==> src/rtl/alu_issue_ctrl.sv <==
// alu_issue_ctrl
//   Issue controller sitting between an RV32 front end and a purely
//   combinational ALU. It accepts one instruction at a time, decodes the
//   R-type, I-type ALU and branch formats, drives the ALU operands and
//   operation for a single EXEC cycle, captures the ALU outputs and holds
//   them as a response until the consumer takes it. Illegal encodings skip
//   the ALU and are reported straight away.
//
// Ports
//   clk, rst_n                  clock, synchronous active-low reset
//   in_valid / in_ready         request handshake (ready only when idle)
//   instr, rs1_val, rs2_val     instruction word and source operands
//   alu_a, alu_b, alu_op        operands and operation presented to the ALU
//   alu_result, alu_flag        combinational ALU outputs
//   resp_valid / resp_ready     response handshake
//   resp_data, resp_flag,
//   resp_illegal                response payload
module alu_issue_ctrl (
  input  logic        clk,
  input  logic        rst_n,
  input  logic        in_valid,
  output logic        in_ready,
  input  logic [31:0] instr,
  input  logic [31:0] rs1_val,
  input  logic [31:0] rs2_val,
  output logic [31:0] alu_a,
  output logic [31:0] alu_b,
  output logic [4:0]  alu_op,
  input  logic [31:0] alu_result,
  input  logic        alu_flag,
  output logic        resp_valid,
  input  logic        resp_ready,
  output logic [31:0] resp_data,
  output logic        resp_flag,
  output logic        resp_illegal
);

  localparam logic [4:0] OP_ADD  = 5'b00000;
  localparam logic [4:0] OP_SUB  = 5'b01000;
  localparam logic [4:0] OP_SLL  = 5'b00001;
  localparam logic [4:0] OP_SLT  = 5'b00010;
  localparam logic [4:0] OP_SLTU = 5'b00011;
  localparam logic [4:0] OP_XOR  = 5'b00100;
  localparam logic [4:0] OP_SRL  = 5'b00101;
  localparam logic [4:0] OP_SRA  = 5'b01101;
  localparam logic [4:0] OP_OR   = 5'b00110;
  localparam logic [4:0] OP_AND  = 5'b00111;
  localparam logic [4:0] OP_BEQ  = 5'b11000;
  localparam logic [4:0] OP_BNE  = 5'b11001;
  localparam logic [4:0] OP_BLT  = 5'b11100;
  localparam logic [4:0] OP_BGE  = 5'b11101;
  localparam logic [4:0] OP_BLTU = 5'b11110;
  localparam logic [4:0] OP_BGEU = 5'b11111;

  localparam logic [6:0] OPC_R = 7'b0110011;
  localparam logic [6:0] OPC_I = 7'b0010011;
  localparam logic [6:0] OPC_B = 7'b1100011;

  localparam logic [6:0] F7_BASE = 7'b0000000;
  localparam logic [6:0] F7_ALT  = 7'b0100000;

  typedef enum logic [1:0] {
    IDLE = 2'd0,
    EXEC = 2'd1,
    RESP = 2'd2
  } state_t;

  state_t      state_q, state_d;
  logic [31:0] alu_a_q, alu_a_d;
  logic [31:0] alu_b_q, alu_b_d;
  logic [4:0]  alu_op_q, alu_op_d;
  logic        is_branch_q, is_branch_d;
  logic [31:0] resp_data_q, resp_data_d;
  logic        resp_flag_q, resp_flag_d;
  logic        resp_illegal_q, resp_illegal_d;

  // Instruction fields and decode results for the word on the input port.
  logic [6:0]  opcode;
  logic [2:0]  funct3;
  logic [6:0]  funct7;
  logic [31:0] imm_i;
  logic [31:0] shamt;
  logic        dec_illegal;
  logic        dec_branch;
  logic [4:0]  dec_op;
  logic [31:0] dec_b;

  // Register specifiers are resolved upstream; only operand values arrive here.
  logic unused_bits;
  assign unused_bits = ^{instr[19:15], instr[11:7]};

  assign opcode = instr[6:0];
  assign funct3 = instr[14:12];
  assign funct7 = instr[31:25];
  assign imm_i  = {{20{instr[31]}}, instr[31:20]};
  assign shamt  = {27'b0, instr[24:20]};

  always_comb begin
    dec_illegal = 1'b0;
    dec_branch  = 1'b0;
    dec_op      = OP_ADD;
    dec_b       = rs2_val;
    case (opcode)
      OPC_R: begin
        if (funct7 == F7_BASE) begin
          case (funct3)
            3'b000:  dec_op = OP_ADD;
            3'b001:  dec_op = OP_SLL;
            3'b010:  dec_op = OP_SLT;
            3'b011:  dec_op = OP_SLTU;
            3'b100:  dec_op = OP_XOR;
            3'b101:  dec_op = OP_SRL;
            3'b110:  dec_op = OP_OR;
            default: dec_op = OP_AND;
          endcase
        end else if (funct7 == F7_ALT && funct3 == 3'b000) begin
          dec_op = OP_SUB;
        end else if (funct7 == F7_ALT && funct3 == 3'b101) begin
          dec_op = OP_SRA;
        end else begin
          dec_illegal = 1'b1;
        end
      end
      OPC_I: begin
        dec_b = imm_i;
        case (funct3)
          3'b000: dec_op = OP_ADD;
          3'b010: dec_op = OP_SLT;
          3'b011: dec_op = OP_SLTU;
          3'b100: dec_op = OP_XOR;
          3'b110: dec_op = OP_OR;
          3'b111: dec_op = OP_AND;
          3'b001: begin
            // Upper immediate bits act as funct7 for shifts; only the shift
            // amount reaches the ALU.
            dec_b  = shamt;
            dec_op = OP_SLL;
            if (funct7 != F7_BASE) dec_illegal = 1'b1;
          end
          default: begin
            dec_b = shamt;
            if (funct7 == F7_BASE)     dec_op = OP_SRL;
            else if (funct7 == F7_ALT) dec_op = OP_SRA;
            else                       dec_illegal = 1'b1;
          end
        endcase
      end
      OPC_B: begin
        dec_branch = 1'b1;
        case (funct3)
          3'b000:  dec_op = OP_BEQ;
          3'b001:  dec_op = OP_BNE;
          3'b100:  dec_op = OP_BLT;
          3'b101:  dec_op = OP_BGE;
          3'b110:  dec_op = OP_BLTU;
          3'b111:  dec_op = OP_BGEU;
          default: dec_illegal = 1'b1;
        endcase
      end
      default: dec_illegal = 1'b1;
    endcase
  end

  // Next-state and datapath updates. ALU-facing registers load only on a
  // legal accept, so they stay put through RESP, IDLE and illegal requests.
  always_comb begin
    state_d        = state_q;
    alu_a_d        = alu_a_q;
    alu_b_d        = alu_b_q;
    alu_op_d       = alu_op_q;
    is_branch_d    = is_branch_q;
    resp_data_d    = resp_data_q;
    resp_flag_d    = resp_flag_q;
    resp_illegal_d = resp_illegal_q;
    case (state_q)
      IDLE: begin
        if (in_valid) begin
          if (dec_illegal) begin
            state_d        = RESP;
            resp_illegal_d = 1'b1;
            resp_data_d    = 32'b0;
            resp_flag_d    = 1'b0;
          end else begin
            state_d        = EXEC;
            alu_a_d        = rs1_val;
            alu_b_d        = dec_b;
            alu_op_d       = dec_op;
            is_branch_d    = dec_branch;
            resp_illegal_d = 1'b0;
          end
        end
      end
      EXEC: begin
        // Branches report only the condition; arithmetic reports only data.
        resp_data_d = is_branch_q ? 32'b0 : alu_result;
        resp_flag_d = is_branch_q ? alu_flag : 1'b0;
        state_d     = RESP;
      end
      RESP: begin
        if (resp_ready) state_d = IDLE;
      end
      default: state_d = IDLE;
    endcase
  end

  always_ff @(posedge clk) begin
    if (!rst_n) begin
      state_q        <= IDLE;
      alu_a_q        <= 32'b0;
      alu_b_q        <= 32'b0;
      alu_op_q       <= OP_ADD;
      is_branch_q    <= 1'b0;
      resp_data_q    <= 32'b0;
      resp_flag_q    <= 1'b0;
      resp_illegal_q <= 1'b0;
    end else begin
      state_q        <= state_d;
      alu_a_q        <= alu_a_d;
      alu_b_q        <= alu_b_d;
      alu_op_q       <= alu_op_d;
      is_branch_q    <= is_branch_d;
      resp_data_q    <= resp_data_d;
      resp_flag_q    <= resp_flag_d;
      resp_illegal_q <= resp_illegal_d;
    end
  end

  assign in_ready     = (state_q == IDLE);
  assign resp_valid   = (state_q == RESP);
  assign alu_a        = alu_a_q;
  assign alu_b        = alu_b_q;
  assign alu_op       = alu_op_q;
  assign resp_data    = resp_data_q;
  assign resp_flag    = resp_flag_q;
  assign resp_illegal = resp_illegal_q;

endmodule

==> config.mk <==
export PLATFORM = sky130hd
export DESIGN_NAME = alu_issue_ctrl
export DESIGN_NICKNAME = d
export VERILOG_FILES = /design/src/rtl/alu_issue_ctrl.sv
export SDC_FILE = /design/constraint.sdc
export NUM_CORES = 1
export LEC_CHECK = 0
export ABC_AREA = 1
export BUFFER_PORTS_ARGS = -buffer_cell sky130_fd_sc_hd__buf_2
export CAP_MARGIN = 10
export CELL_PAD_IN_SITES_DETAIL_PLACEMENT = 2
export CELL_PAD_IN_SITES_GLOBAL_PLACEMENT = 2
export CORE_UTILIZATION = 24
export CTS_CLUSTER_SIZE = 14
export DETAILED_ROUTE_END_ITERATION = 8
export PLACE_DENSITY_LB_ADDON = 0.25
export SYNTH_ARGS = -nofsm -noshare
export SYNTH_HDL_FRONTEND = slang
export SYNTH_SLANG_ARGS = --single-unit
==> constraint.sdc <==
create_clock -name clk -period 3.2 [get_ports clk]
set_clock_uncertainty 0.2 [all_clocks]
set_input_delay 0.32 -clock clk [delete_from_list [all_inputs] [get_ports clk]]
set_output_delay 0.32 -clock clk [all_outputs]
set_load 0.01 [all_outputs]
==> out/qor.yml <==
run_status:
  run_status: "finished, final reports clean"
final_layout:
  drive_gt1_share_pct: 39.18
  multi_input_area_um2: 2261
  fillCellCount: 2276
  final_nets: 984
  utilization_pct: 35.12
  final_cell_mix: "nand2_1, buf_2, dfxtp_1, nand3_1, nand2_2"
  final_common_cell: "nand2_1"
  regArea_um2: 2122
  area_growth_pct: 42.44
detailed_routing:
  first_iter_violations: 136
  dr.pass1.iters: 4
  via_count: 4826
  postRouteAntennaNets: 0
  wl_per_cell_um: 15.18
  wirelength_mm: 16.97
  vias_per_cell: 4.317
  drcViolationCount: 0
clocking:
  cts_buffers: 9
  cts-root-buf: "clkbuf_16"
  post-cts-setup-buffers: 0
  cts_tree: "yes"
  cts.sinks: 106
  clkTransAtPathRegs_ps: 70
  clock_path_buffers: 2
  cts_max_level: 3
  insertion_delay_ps: 340
synth:
  synth_compound_area_share_pct: 5.694
  synthSimpleGateAreaFrac_pct: 42.79
  synth.avg_cell_area_um2: 7.712
  synth_top_area_share_pct: 45.55
  synth_mux_area_share_pct: 0
  netlist_instances: 604
  synth_xor_area_share_pct: 0
  synth_top_family_by_area: "simple AND/OR/NAND/NOR gates"
  synth-adder-area-share_pct: 0
  syn_area_um2: 4658
  synth-seq-cells: 106
  ys_warn_count: 0
  yosysTopAreaCell: "dfxtp_1"
  synth.area.top_cells: "dfxtp_1, nand2_1, nand2_4"
  synth_fp_nets: 737
  synth_cell_types: 29
  ys_seq_area_share_pct: 45.55
global_route:
  grt_max_degree: 45
  antenna_found_initial: 3
  track_usage_pct: 17.14
  first_global_vias: 5350
  grt_pass1_wl_mm: 26.90
  grt_overflow_total: 0
timing:
  rsz0062_at_grt: "no"
  period_share_pct: 67.66
  fmax_ghz: 0.4619
  fin_crit_ps: 2165
  hold_viol: 0
  setup_viol: 0
  fin_ws_ps: 1035
  drv_slew: 0
  max_slew_margin_pct: 52.87
  setup_tns_ps: 0
  worst_pin_slew_ps: 704.4
place:
  pre_cts_slack_ps: 655.3
  place_hpwl_mm: 12.38
  gp_congestion: 0.7412
  port-buffer-count: 227
worst_setup_path:
  arrival_ps: 2210
  critPathKind: "in -> reg"
  r2r_slack_ps: 1160
  worst_setup_path_end_kind: "flop"
  startpoint_type: "input pin"
  worstPathRequired_ps: 3240
  cp_max_fo: 38
floorplanning:
  fp.dieH_um: 141.3
  initial_core_util_pct: 24.66
  ios: 238
  fp.coreArea_um2: 18890
  die_area_um2: 19970
  die_w_um: 141.3
  rows: 50
run:
  maxCapViolCount: 0
pwr:
  powerDensity_nw_per_um2: 412.9
  power_leakage_nw: 3.625
  peakVddDrop_mv: 0.2126
worst_hold_path:
  hp-class: "in -> reg"
-- synthesized netlist by cell type, drive strengths merged --
library cell	n
inv	16
clkinv	2
dfxtp	106
a211oi	1
o211ai	4
a21oi	33
nand2	324
buf	22
nand3	43
o21ai	11
nor3	2
clkbuf	10
nand4	2
nor2	27
o21a	1
-- worst paths after layout --
| check | end | cells after the start | from |
|---|---|---|---|
| max | alu_b[19] | 12 | instr[2] |
| min | resp_data[2] | 3 | alu_result[2] |
| max reg2reg | alu_op[0] | 8 | state_q[0] |
| min reg2reg | alu_b[22] | 2 | alu_b[22] |
-- stage by stage --
step	std cells	power (mW)	instance area (um^2)	hold WS, ps
2_1_floorplan	604	1.471	4658	230.3
3_3_place_gp	1068	1.570	6005	223.5
3_5_place_dp	1068	1.579	6005	232.0
4_1_cts	1115	2.793	6628	8.669
5_1_grt	1117	2.873	6633	11.40
6_report	1118	2.740	6635	25.02
-- cells by family after synthesis --
family | after synthesis
simple gates | 398
buf+inv | 50
compound gates | 50
flops | 106
-- where the power goes --
part	internal [mW]	switching, mW	total (mW)
registers	1.32	0.00474	1.33
logic	0.117	0.131	0.248
clock network	0.650	0.513	1.16
-- what timing repair did --
item	CTS	global route
hold buffers	32	0
endpoints found under the setup margin	0	0
gates resized for setup	0	0
hold endpoints to repair	32	0
-- state kept, by name (all words and copies together), names as in the netlist --
signal	flops
resp_flag	1
alu_a	32
alu_b	32
resp_illegal	1
is_branch_q	1
resp_data	32
state_q	2
alu_op	5
-- layer usage --
| metal | track usage (%) | share of wire, % | vias to the layer above |
|---|---|---|---|
| met3 | 4.387 | 6.1 | 17 |
| li1 | - | - | 2378 |
| met2 | 31.32 | 51 | 130 |
| met4 | 5.721 | 1.8 | 0 |
| met5 | 0 | 0 | - |
| met1 | 19.28 | 41 | 2301 |
-- worst max-delay path, stage by stage --
cell	delay, ps
buf_2	80
inv_1	40
nand2_1	130
nor2_4	70
nand2_2	110
buf_4	380
clkinv_1	400
nand3_1	170
buf_4	270
nand2_1	100
nand2_1	80
nand2_1	50
-- cell type report --
type                       count  area share, %
multi-input combinational    448          34.08
sequential                   106          31.98
timing repair buffer         268          23.35
tap                          260          4.903
clock buffer                  12          3.866
inverter                      18          1.018
clock inverter                 3         0.6977
antenna                        3         0.1131
No activity file was read; power rests on OpenSTA's default activity.
